<file path="config.mk">
export PLATFORM = sky130hd
export DESIGN_NAME = burst_arbiter_flat
export DESIGN_NICKNAME = d
export VERILOG_FILES = /design/src/rtl/burst_arbiter_pkg.sv /design/src/rtl/burst_arbiter_if.sv /design/src/rtl/burst_arbiter_rr_pick.sv /design/src/rtl/burst_arbiter.sv /design/src/flat_wrapper.sv
export SDC_FILE = /design/constraint.sdc
export NUM_CORES = 1
export LEC_CHECK = 0
export ABC_AREA = 1
export BUFFER_PORTS_ARGS = -buffer_cell sky130_fd_sc_hd__buf_2
export CAP_MARGIN = 25
export CORE_UTILIZATION = 45
export CTS_BUF_LIST = sky130_fd_sc_hd__clkbuf_4
export DETAILED_ROUTE_END_ITERATION = 12
export PLACE_DENSITY_LB_ADDON = 0.12
export SYNTH_ARGS = -nofsm -noshare
export SYNTH_HDL_FRONTEND = slang
export SYNTH_HIERARCHICAL = 1
export SYNTH_SLANG_ARGS = --single-unit
export TNS_END_PERCENT = 30
</file>
<file path="constraint.sdc">
create_clock -name clk -period 4 [get_ports clk]
set_clock_uncertainty 0.15 [all_clocks]
set_input_delay 0.2 -clock clk [delete_from_list [all_inputs] [get_ports clk]]
set_output_delay 0.2 -clock clk [all_outputs]
set_load 0.05 [all_outputs]
</file>
<file path="src/rtl/burst_arbiter_pkg.sv">
// burst_arbiter_pkg: shared types and helpers for the burst arbiter.
//   state_t     - controller state encoding (IDLE, BURST, DRAIN)
//   LEN_BITS    - width of a requester's beat-count field
//   len_decode  - beat-count field to beat total (0 means 16)
package burst_arbiter_pkg;

  typedef enum logic [1:0] {
    IDLE  = 2'd0,
    BURST = 2'd1,
    DRAIN = 2'd2
  } state_t;

  localparam int LEN_BITS = 4;

  // An all-zero length field encodes the maximum burst of 2**LEN_BITS beats.
  function automatic logic [LEN_BITS:0] len_decode(input logic [LEN_BITS-1:0] len);
    return (len == '0) ? (LEN_BITS+1)'(1 << LEN_BITS) : {1'b0, len};
  endfunction

endpackage

</file>
<file path="src/rtl/burst_arbiter_if.sv">
// burst_arbiter_if: requester-side and RAM-side signals of the burst arbiter.
//   req/req_addr/req_len : per-requester burst request, word address, length
//   gnt/rvalid/done      : per-requester one-hot owner, data strobe, end pulse
//   rdata                : read data broadcast to all requesters
//   mem_addr/mem_re      : shared RAM read port
//   mem_rdata            : RAM read data, RD_LAT cycles after mem_re
// Modports: slave = arbiter side, master = requesters + RAM side.
interface burst_arbiter_if
  import burst_arbiter_pkg::*;
#(
  parameter int NREQ = 4
);
  logic [NREQ-1:0]          req;
  logic [NREQ*32-1:0]       req_addr;
  logic [NREQ*LEN_BITS-1:0] req_len;
  logic [NREQ-1:0]          gnt;
  logic [NREQ-1:0]          rvalid;
  logic [31:0]              rdata;
  logic [NREQ-1:0]          done;
  logic [31:0]              mem_addr;
  logic                     mem_re;
  logic [31:0]              mem_rdata;

  modport slave (
    input  req, req_addr, req_len, mem_rdata,
    output gnt, rvalid, rdata, done, mem_addr, mem_re
  );

  modport master (
    output req, req_addr, req_len, mem_rdata,
    input  gnt, rvalid, rdata, done, mem_addr, mem_re
  );
endinterface

</file>
<file path="src/rtl/burst_arbiter_rr_pick.sv">
// rr_pick: combinational round-robin winner select.
//   req        : request vector
//   last_owner : index of the previous owner; search starts one past it
//   win        : one-hot winner, zero when no request is set
module rr_pick #(
  parameter int NREQ = 4,
  parameter int OW   = 2
) (
  input  logic [NREQ-1:0] req,
  input  logic [OW-1:0]   last_owner,
  output logic [NREQ-1:0] win
);

  // Walk from the farthest candidate toward the nearest; the last hit
  // overwrites earlier ones, so the nearest requester after last_owner wins.
  always_comb begin
    win = '0;
    for (int k = NREQ; k >= 1; k--) begin
      if (req[(int'(last_owner) + k) % NREQ])
        win = NREQ'(1) << ((int'(last_owner) + k) % NREQ);
    end
  end

endmodule

</file>
<file path="src/rtl/burst_arbiter.sv">
// burst_arbiter: round-robin arbiter that grants one requester at a time a
// locked read burst on a shared RAM port and returns the data to it.
//   clk       : clock, rising edge
//   rst       : asynchronous active-low reset
//   bus       : burst_arbiter_if.slave (requests, grants, data, RAM port)
// Parameters: NREQ requesters (2..4), RD_LAT RAM read latency (1..2).
module burst_arbiter
  import burst_arbiter_pkg::*;
#(
  parameter int NREQ   = 4,
  parameter int RD_LAT = 1
) (
  input logic           clk,
  input logic           rst,
  burst_arbiter_if.slave bus
);

  localparam int OW = (NREQ > 1) ? $clog2(NREQ) : 1;

  state_t              state, state_nx;
  logic [NREQ-1:0]     win, gnt_q;
  logic [OW-1:0]       win_idx, owner, last_owner;
  logic [31:0]         base;
  logic [LEN_BITS:0]   len_q;
  logic [LEN_BITS-1:0] beat;
  logic                start, issue, last_beat, fin;

  // Read-return tracking: stage s holds beats issued s cycles ago.
  logic [RD_LAT:1]     vld_pipe, lst_pipe;
  logic [OW-1:0]       own_pipe [1:RD_LAT];

  rr_pick #(.NREQ(NREQ), .OW(OW)) u_pick (
    .req        (bus.req),
    .last_owner (last_owner),
    .win        (win)
  );

  always_comb begin
    win_idx = '0;
    for (int i = 0; i < NREQ; i++)
      if (win[i]) win_idx = OW'(i);
  end

  assign issue     = (state == BURST);
  assign last_beat = ({1'b0, beat} == len_q - (LEN_BITS+1)'(1));
  assign fin       = vld_pipe[RD_LAT] & lst_pipe[RD_LAT];

  always_ff @(posedge clk or negedge rst) begin
    if (!rst) state <= IDLE;
    else      state <= state_nx;
  end

  always_comb begin
    state_nx = state;
    start    = 1'b0;
    unique case (state)
      IDLE: begin
        if (|bus.req) begin
          start    = 1'b1;
          state_nx = BURST;
        end
      end
      BURST:   if (last_beat) state_nx = DRAIN;
      DRAIN:   if (fin)       state_nx = IDLE;
      default: state_nx = IDLE;
    endcase
  end

  // Burst context is captured once at grant; req/req_len are not looked at
  // again until the controller is back in IDLE.
  always_ff @(posedge clk or negedge rst) begin
    if (!rst) begin
      gnt_q      <= '0;
      owner      <= '0;
      last_owner <= OW'(NREQ - 1);
      base       <= '0;
      len_q      <= '0;
      beat       <= '0;
    end else begin
      if (start) begin
        gnt_q <= win;
        owner <= win_idx;
        base  <= bus.req_addr[int'(win_idx)*32 +: 32];
        len_q <= len_decode(bus.req_len[int'(win_idx)*LEN_BITS +: LEN_BITS]);
        beat  <= '0;
      end else if (issue) begin
        beat  <= beat + LEN_BITS'(1);
      end
      if (state == DRAIN && fin) begin
        gnt_q      <= '0;
        last_owner <= owner;
      end
    end
  end

  always_ff @(posedge clk or negedge rst) begin
    if (!rst) begin
      vld_pipe <= '0;
      lst_pipe <= '0;
      for (int s = 1; s <= RD_LAT; s++) own_pipe[s] <= '0;
    end else begin
      vld_pipe[1] <= issue;
      lst_pipe[1] <= issue & last_beat;
      own_pipe[1] <= owner;
      for (int s = 2; s <= RD_LAT; s++) begin
        vld_pipe[s] <= vld_pipe[s-1];
        lst_pipe[s] <= lst_pipe[s-1];
        own_pipe[s] <= own_pipe[s-1];
      end
    end
  end

  assign bus.gnt      = gnt_q;
  assign bus.mem_re   = issue;
  // Plain 32-bit add: addresses wrap modulo 2**32.
  assign bus.mem_addr = issue ? base + {{(32-LEN_BITS){1'b0}}, beat} : '0;
  assign bus.rdata    = vld_pipe[RD_LAT] ? bus.mem_rdata : '0;

  for (genvar i = 0; i < NREQ; i++) begin : g_rsp
    assign bus.rvalid[i] = vld_pipe[RD_LAT] && (own_pipe[RD_LAT] == OW'(i));
    assign bus.done[i]   = fin && (own_pipe[RD_LAT] == OW'(i));
  end

endmodule

</file>
<file path="src/flat_wrapper.sv">
// flat-port wrapper written by rule: the top's interface ports become plain ports
module burst_arbiter_flat import burst_arbiter_pkg::*;
#(
  parameter int NREQ   = 4,
  parameter int RD_LAT = 1
)
  (clk, rst, bus_req, bus_req_addr, bus_req_len, bus_mem_rdata, bus_gnt, bus_rvalid, bus_rdata, bus_done, bus_mem_addr, bus_mem_re);
  burst_arbiter_if #(.NREQ(NREQ)) bus_i ();
  input logic clk;
  input logic rst;
  input wire logic [$bits(bus_i.req)-1:0] bus_req;
  input wire logic [$bits(bus_i.req_addr)-1:0] bus_req_addr;
  input wire logic [$bits(bus_i.req_len)-1:0] bus_req_len;
  input wire logic [$bits(bus_i.mem_rdata)-1:0] bus_mem_rdata;
  output wire logic [$bits(bus_i.gnt)-1:0] bus_gnt;
  output wire logic [$bits(bus_i.rvalid)-1:0] bus_rvalid;
  output wire logic [$bits(bus_i.rdata)-1:0] bus_rdata;
  output wire logic [$bits(bus_i.done)-1:0] bus_done;
  output wire logic [$bits(bus_i.mem_addr)-1:0] bus_mem_addr;
  output wire logic [$bits(bus_i.mem_re)-1:0] bus_mem_re;
  assign bus_i.req = bus_req;
  assign bus_i.req_addr = bus_req_addr;
  assign bus_i.req_len = bus_req_len;
  assign bus_i.mem_rdata = bus_mem_rdata;
  assign bus_gnt = bus_i.gnt;
  assign bus_rvalid = bus_i.rvalid;
  assign bus_rdata = bus_i.rdata;
  assign bus_done = bus_i.done;
  assign bus_mem_addr = bus_i.mem_addr;
  assign bus_mem_re = bus_i.mem_re;
  burst_arbiter #(.NREQ(NREQ), .RD_LAT(RD_LAT)) u_core (.clk(clk), .rst(rst), .bus(bus_i));
endmodule
</file>
# After elaboration in Yosys (flattened, before gate mapping)
# Cells that the tools add are included.
op_classes:
  n_div: 0
  n_eq_ne: 9
  bitwise_logic: 6
  shift: 6
  add_sub_neg: 7
  n_mul: 0
  reduce_logical: 20
  mux: 32
  order_cmp: 4
ops:
  columns: ["cell", "count"]
  rows:
  - ["$shiftx 128x8->32", 1]
  - ["$shl 1x32->4 const A", 4]
  - ["$mux 32", 2]
  - ["$add 32x4->32", 1]
  - ["$mux 4", 8]
  - ["$lt 3x4->1 const B", 4]
  - ["$shiftx 16x5->4", 1]
  - ["$mux 1", 11]
  - ["$mux 2", 5]
  - ["$logic_and 1x1->1", 9]
  - ["$bmux 1 s2", 4]
  - ["$reduce_or 2->1", 4]
  - ["$eq 2x2->1 const B", 3]
  - ["$pmux 2 s3", 1]
  - ["$eq 4x5->1", 1]
  - ["$mux 5", 1]
  - ["$sub 5x1->5 const B", 1]
  - ["$add 2x1->2 const B", 2]
  - ["$add 2x2->2 const B", 2]
  - ["$add 4x1->4 const B", 1]
  - ["$and 1x1->1 const A", 4]
  - ["$eq 2x1->1 const B", 2]
  - ["$logic_not 2->1", 2]
  - ["$logic_not 4->1", 1]
  - ["other kinds (6)", 9]
totals:
  ramBits: 0
  latchBits: 0
  word_cells: 94
  n_memories: 0
  rom_bits: 0
  reg_bits: 55

# Logic depth before layout (Yosys ltp)
depth:
  word_depth: 16
  depth_mapped: 20
  depth_no_buf: 20

# By module
# The synthesis kept the hierarchy.
modules_own_cells:
  columns: ["mod", "area_each_um2", "seq_area_each_um2", "cells_each", "n_inst"]
  rows:
  - ["burst_arbiter", 4737.0, 1378.8, 801, 1]
  - ["rr_pick", 379.1, 0.0, 72, 1]

# Least setup slack after synthesis
# No wires, ideal clock.
synth_path:
  path_kind: "flip-flop to output port"
  startpoint: "register u_core.beat[0]"
  endpoint: "output bus_mem_addr[8]"
  slack_ps: 1139
  stages_incl_launch_ff: 8
  path_buffers: 0
  t_arrival_ps: 2511
  path_cell_list: "dfrtp_1 ha_1 inv_1 fa_1 nor2_1 o21a_1 nor2_1 a211oi_1"
synth_between:
  elab_chain_cells: 2
synth_rtl:
  columns: ["element", "line", "text"]
  rows:
  - ["from (decl)", "burst_arbiter.sv:25", "logic [LEN_BITS-1:0] beat;"]
  - ["from (signal assigned)", "burst_arbiter.sv:87", "beat <= beat + LEN_BITS'(1);"]
  - ["$add 32x4->32", "burst_arbiter.sv:116", "assign bus.mem_addr = issue ? base + {{(32-LEN_BITS){1'b0}}, beat} : '0;"]
  - ["$mux 32", "burst_arbiter.sv:116", null]
  - ["to (decl)", "flat_wrapper.sv:19", "output wire logic [$bits(bus_i.mem_addr)-1:0] bus_mem_addr;"]
# No other way between the ends.

# Worst setup path in the final report
layout_path:
  startpoint: "register u_core.last_owner[0]"
  endpoint: "register u_core.base[30]"
layout_between:
  elab_cells_between_ends: 36
  cone_classes: "add/sub (4); shift (5); mux (19); bitwise (4); reduce/logical (4)"
layout_lines:
  columns: ["element", "line", "text"]
  rows:
  - ["from (decl)", "burst_arbiter.sv:22", "logic [OW-1:0] win_idx, owner, last_owner;"]
  - ["from (signal assigned)", "burst_arbiter.sv:75", "last_owner <= OW'(NREQ - 1);"]
  - ["from (signal assigned)", "burst_arbiter.sv:91", "last_owner <= owner;"]
  - ["$add 2x1->2", "burst_arbiter_rr_pick.sv:19, burst_arbiter_rr_pick.sv:20", null]
  - ["$bmux 1 s2 / $reduce_or 2->1 (equally long branches)", null, null]
  - ["$mux 1 (implied by the code) / $and 1x1->1 (equally long branches)", null, null]
  - ["$mux 1 (implied by the code) / $shl 1x32->4 (equally long branches)", "burst_arbiter_rr_pick.sv:19, burst_arbiter_rr_pick.sv:20", null]
  - ["$mux 4 (3 in series)", "burst_arbiter_rr_pick.sv:19", "if (req[(int'(last_owner) + k) % NREQ])"]
  - ["$mux 4 *", "burst_arbiter_rr_pick.sv:19", null]
  - ["via u_core.win[2]", "burst_arbiter.sv:21", "logic [NREQ-1:0] win, gnt_q;"]
  - ["$mux 2 * (2 in series)", "burst_arbiter.sv:41", "if (win[i]) win_idx = OW'(i);"]
  - ["$shiftx 128x8->32 *", "burst_arbiter.sv:83", "base <= bus.req_addr[int'(win_idx)*32 +: 32];"]
  - ["to (signal assigned)", "burst_arbiter.sv:83", null]
  - ["to (decl)", "burst_arbiter.sv:23", "logic [31:0] base;"]
# Mark *: on every way through the listed nets, which the timed path passes. The rest lies on a longest branch. The select of a mux whose other input is x is not followed.
# A chain may end at the register's enable or synchronous reset.

==> out/results.ini <==
[logic_synthesis]
synth_nets=1068
ys_types=40
synth_area_leader_cell=dfrtp_1
synth-seq-cells=55
synth_xor_area_share_pct=1.71
synthMuxAreaShare_pct=0.220
synth_most_common_cell=nand2_1
synth_edf_count=0
synth_compound_area_share_pct=16.4
synth_area_sq_um=5120
synthCells=873
synthTopCellsByCount=nand2_1, nor2_1, inv_1, o21ai_0, dfrtp_1
yosys.area_share.simple_pct=40.1
synth-main-ff-cell=dfrtp_1
ys_warn_count=6
synth_top_family_by_area=simple AND/OR/NAND/NOR gates
synth.area.top_cells=dfrtp_1, nand2_1, nor2_1
synth_fa_ha_area_share_pct=3.33
yosysSeqAreaShare_pct=27.0
async_flop_share_pct=100
synth_top_area_share_pct=25.9
synth.avg_cell_area_sq_um=5.86

[setup_path]
path_depth=16
cp-startpoint=u_core/last_owner[0]$_DFFE_PN1P_
worstPathArrival_ps=3930
cp_slowest_stage_delay_ps=660
crit_chain=inv_2 -> ha_1 -> inv_1 -> nand3_2 -> nand2_2 -> nand3_1 -> nand2_1 -> nand2_1 -> nand2_1 -> inv_2 -> nand2_4 -> nand2_8 -> inv_4 -> o21bai_1 -> a31oi_1 -> dlygate4sd3_1
path_class=reg2reg
crit_top_cell=nand2_1
critPathLaunchType=flop
required_ps=4180
worstSetupEndpointType=flop
cp_top_family=buffers and inverters
worst-path-buf-inv=5
path_max_fanout=43
reg2regPathDepth=16
rr_startpoint=u_core/last_owner[0]$_DFFE_PN1P_
slowest_stage=dfstp_2

[pwr]
p_leak_nw=3.83
p_per_area_nw_per_um2=888
ir_worst_vdd_uv=609
power_mw=5.87

[global_routing]
grt_max_degree=56
grt_first_pass_wirelength_mm=27.3
antenna_found_initial=1
grt_pass1_vias=5594
grt_overflow_total=0
grt_use_total_pct=29.8

[placement]
dp_hpwl_mm=14.2
placed_area_sq_um=6450
io_buffer_count=258
globalplace.congestion=0.984

[route]
drcViolationCount=0
drt-initial-drc-count=542
avgRoutedWirePerCell_um=14.3
drt_pass1_iterations=5
vias=6446
drt-total-wl_mm=18.0
vias_per_cell=5.11
ant_nets=0

[worst_hold_path]
hold_depth=5
hp-start=bus_req_addr[75]
hp-class=in2reg

[final_layout]
n_fill_cell=1152
drive_gt1_share_pct=26.3
nNetsFinal=1314
seqCellArea_sq_um=1380
multi_input_area_sq_um=3160
area_growth_pct=29.2
stdcell_area_sq_um=6610

[floorplan]
coreArea_sq_um=10900
dieArea_sq_um=11800
die_width_um=109
ios=259
start_util_pct=46.8
die_h_um=109
rows=38

[cts]
clockBufferDepth=2
clock-sinks=55
htreeDepth=2
cts_tree=done
numCtsBuffers=5
root_buffer=clkbuf_4
clk_pin_slew_worst_paths_ps=170
clk-insertion-delay-late_ps=370
post_cts_resized=0

[sta]
slew_headroom_pct=36.8
finalSetupViolCount=0
hold_violations=0
fin_crit_ps=3740
rsz0062_at_grt=false
worstMarginPinSlew_ps=948
final_max_slew_viol_count=0
setup-tns-final_ps=0
period_share_pct=93.5
fmax_mhz=267

[flow_run]
cap_violations=0

[run_status]
outcome=finished, final reports clean

[path summary, 6_finish.rpt]
kind	end	slack, ps
max	u_core/base[30]$_DFFE_PN0P_	260
min	u_core/base[11]$_DFFE_PN0P_	20
max reg2reg	u_core/base[30]$_DFFE_PN0P_	260
min reg2reg	u_core/own_pipe[1]$_DFF_PN0_	250
max in group asynchronous	u_core/base[2]$_DFFE_PN0P_	2900
min in group asynchronous	u_core/bus.gnt[0]$_DFFE_PN0P_	340
[sequential cells by signal, summed over array words and instances (netlist names)]
register / cells
u_core/lst_pipe: 1
u_core/state: 2
u_core/beat: 4
u_core/len_q: 5
u_core/base: 32
u_core/bus.gnt: 4
u_core/own_pipe: 2
u_core/owner: 2
u_core/last_owner: 2
u_core/vld_pipe: 1
[worst register-to-register path: cells and delay by family (launching register included)]
family                   cells  cell delay [ps]
buffers and inverters        5             1250
flip-flops                   1              660
AO/OA/AOI/OAI                2              290
adder cells (fa/ha/maj)      1              400
AND/OR/NAND/NOR              8              970
[cell type report]
| class | count | area share [%] |
|---|---|---|
| tap | 140 | 2.65 |
| multi-input combinational | 678 | 47.8 |
| timing repair buffer | 273 | 21.6 |
| clock buffer | 5 | 0.568 |
| antenna | 1 | 0.0379 |
| clock inverter | 3 | 0.360 |
| inverter | 106 | 6.10 |
| sequential | 55 | 20.9 |
[logic make-up (layout without fill, tap and decap cells)]
group	after synthesis	in the layout
and+or+nand+nor	502	502
AOI/OAI and AO/OA	152	152
buffers and inverters	140	387
DFF	55	55
adders and majority gates	13	13
xor gates and xnor gates	10	10
muxes	1	1
other	0	1
[power by group]
group          total [mW]  internal, mW  switching, mW
combinational        4.41          1.22           3.20
sequential           1.20         0.817          0.383
clock               0.255        0.0722          0.182
total                5.87          2.11           3.76
[what timing repair did]
item,in CTS,in global routing
setup buffers,0,0
hold buffers,9,0
endpoints found under the hold margin,59,0
[metal layers]
metal	up-vias	part of all wire [%]	global-route usage, %
li1	3276	-	-
met1	2833	44	42.6
met2	316	46	48.5
met3	21	8.6	2.75
met4	0	1.4	7.24
met5	-	0	0
[through the flow]
stage | std cells | util (%) | hold slack [ps] | setup WS (ps)
after floorplan | 873 | - | -246 | 1140
after global placement | 1243 | 59.0 | 211 | 759
after detailed placement | 1243 | 59.0 | 214 | 671
after CTS | 1260 | 60.4 | 3.66 | 322
after global routing | 1261 | 60.4 | 29.6 | 42.2
final | 1261 | 60.4 | 17.3 | 259
[cells in the final DEF, fill, tap and decap left out, types with 2 or more instances in the layout]
| master | synthesis | layout |
|---|---|---|
| nand2_1 | 280 | 280 |
| buf_2 | 6 | 258 |
| nor2_1 | 136 | 136 |
| inv_1 | 98 | 98 |
| o21ai_0 | 79 | 79 |
| dfrtp_1 | 53 | 53 |
| nand3_1 | 48 | 48 |
| o22ai_1 | 30 | 30 |
| a21oi_1 | 21 | 21 |
| nor3_1 | 17 | 17 |
| ha_1 | 12 | 12 |
| dlygate4sd3_1 | 0 | 9 |
| xor2_1 | 7 | 7 |
| o21ai_1 | 7 | 7 |
| buf_4 | 6 | 6 |
| clkbuf_4 | 0 | 5 |
| nand4_1 | 5 | 5 |
| nand2_2 | 5 | 5 |
| a31oi_1 | 4 | 4 |
| inv_2 | 4 | 4 |
| o21a_1 | 3 | 3 |
| xnor2_1 | 3 | 3 |
| nand3b_1 | 3 | 3 |
| o21bai_1 | 3 | 3 |
| nor2_2 | 2 | 2 |
| inv_4 | 2 | 2 |
| o211ai_1 | 2 | 2 |
| dfstp_2 | 2 | 2 |
| nand3_2 | 2 | 2 |
| clkinv_1 | 2 | 2 |
Note: power is estimated with default switching activity, not from simulation.
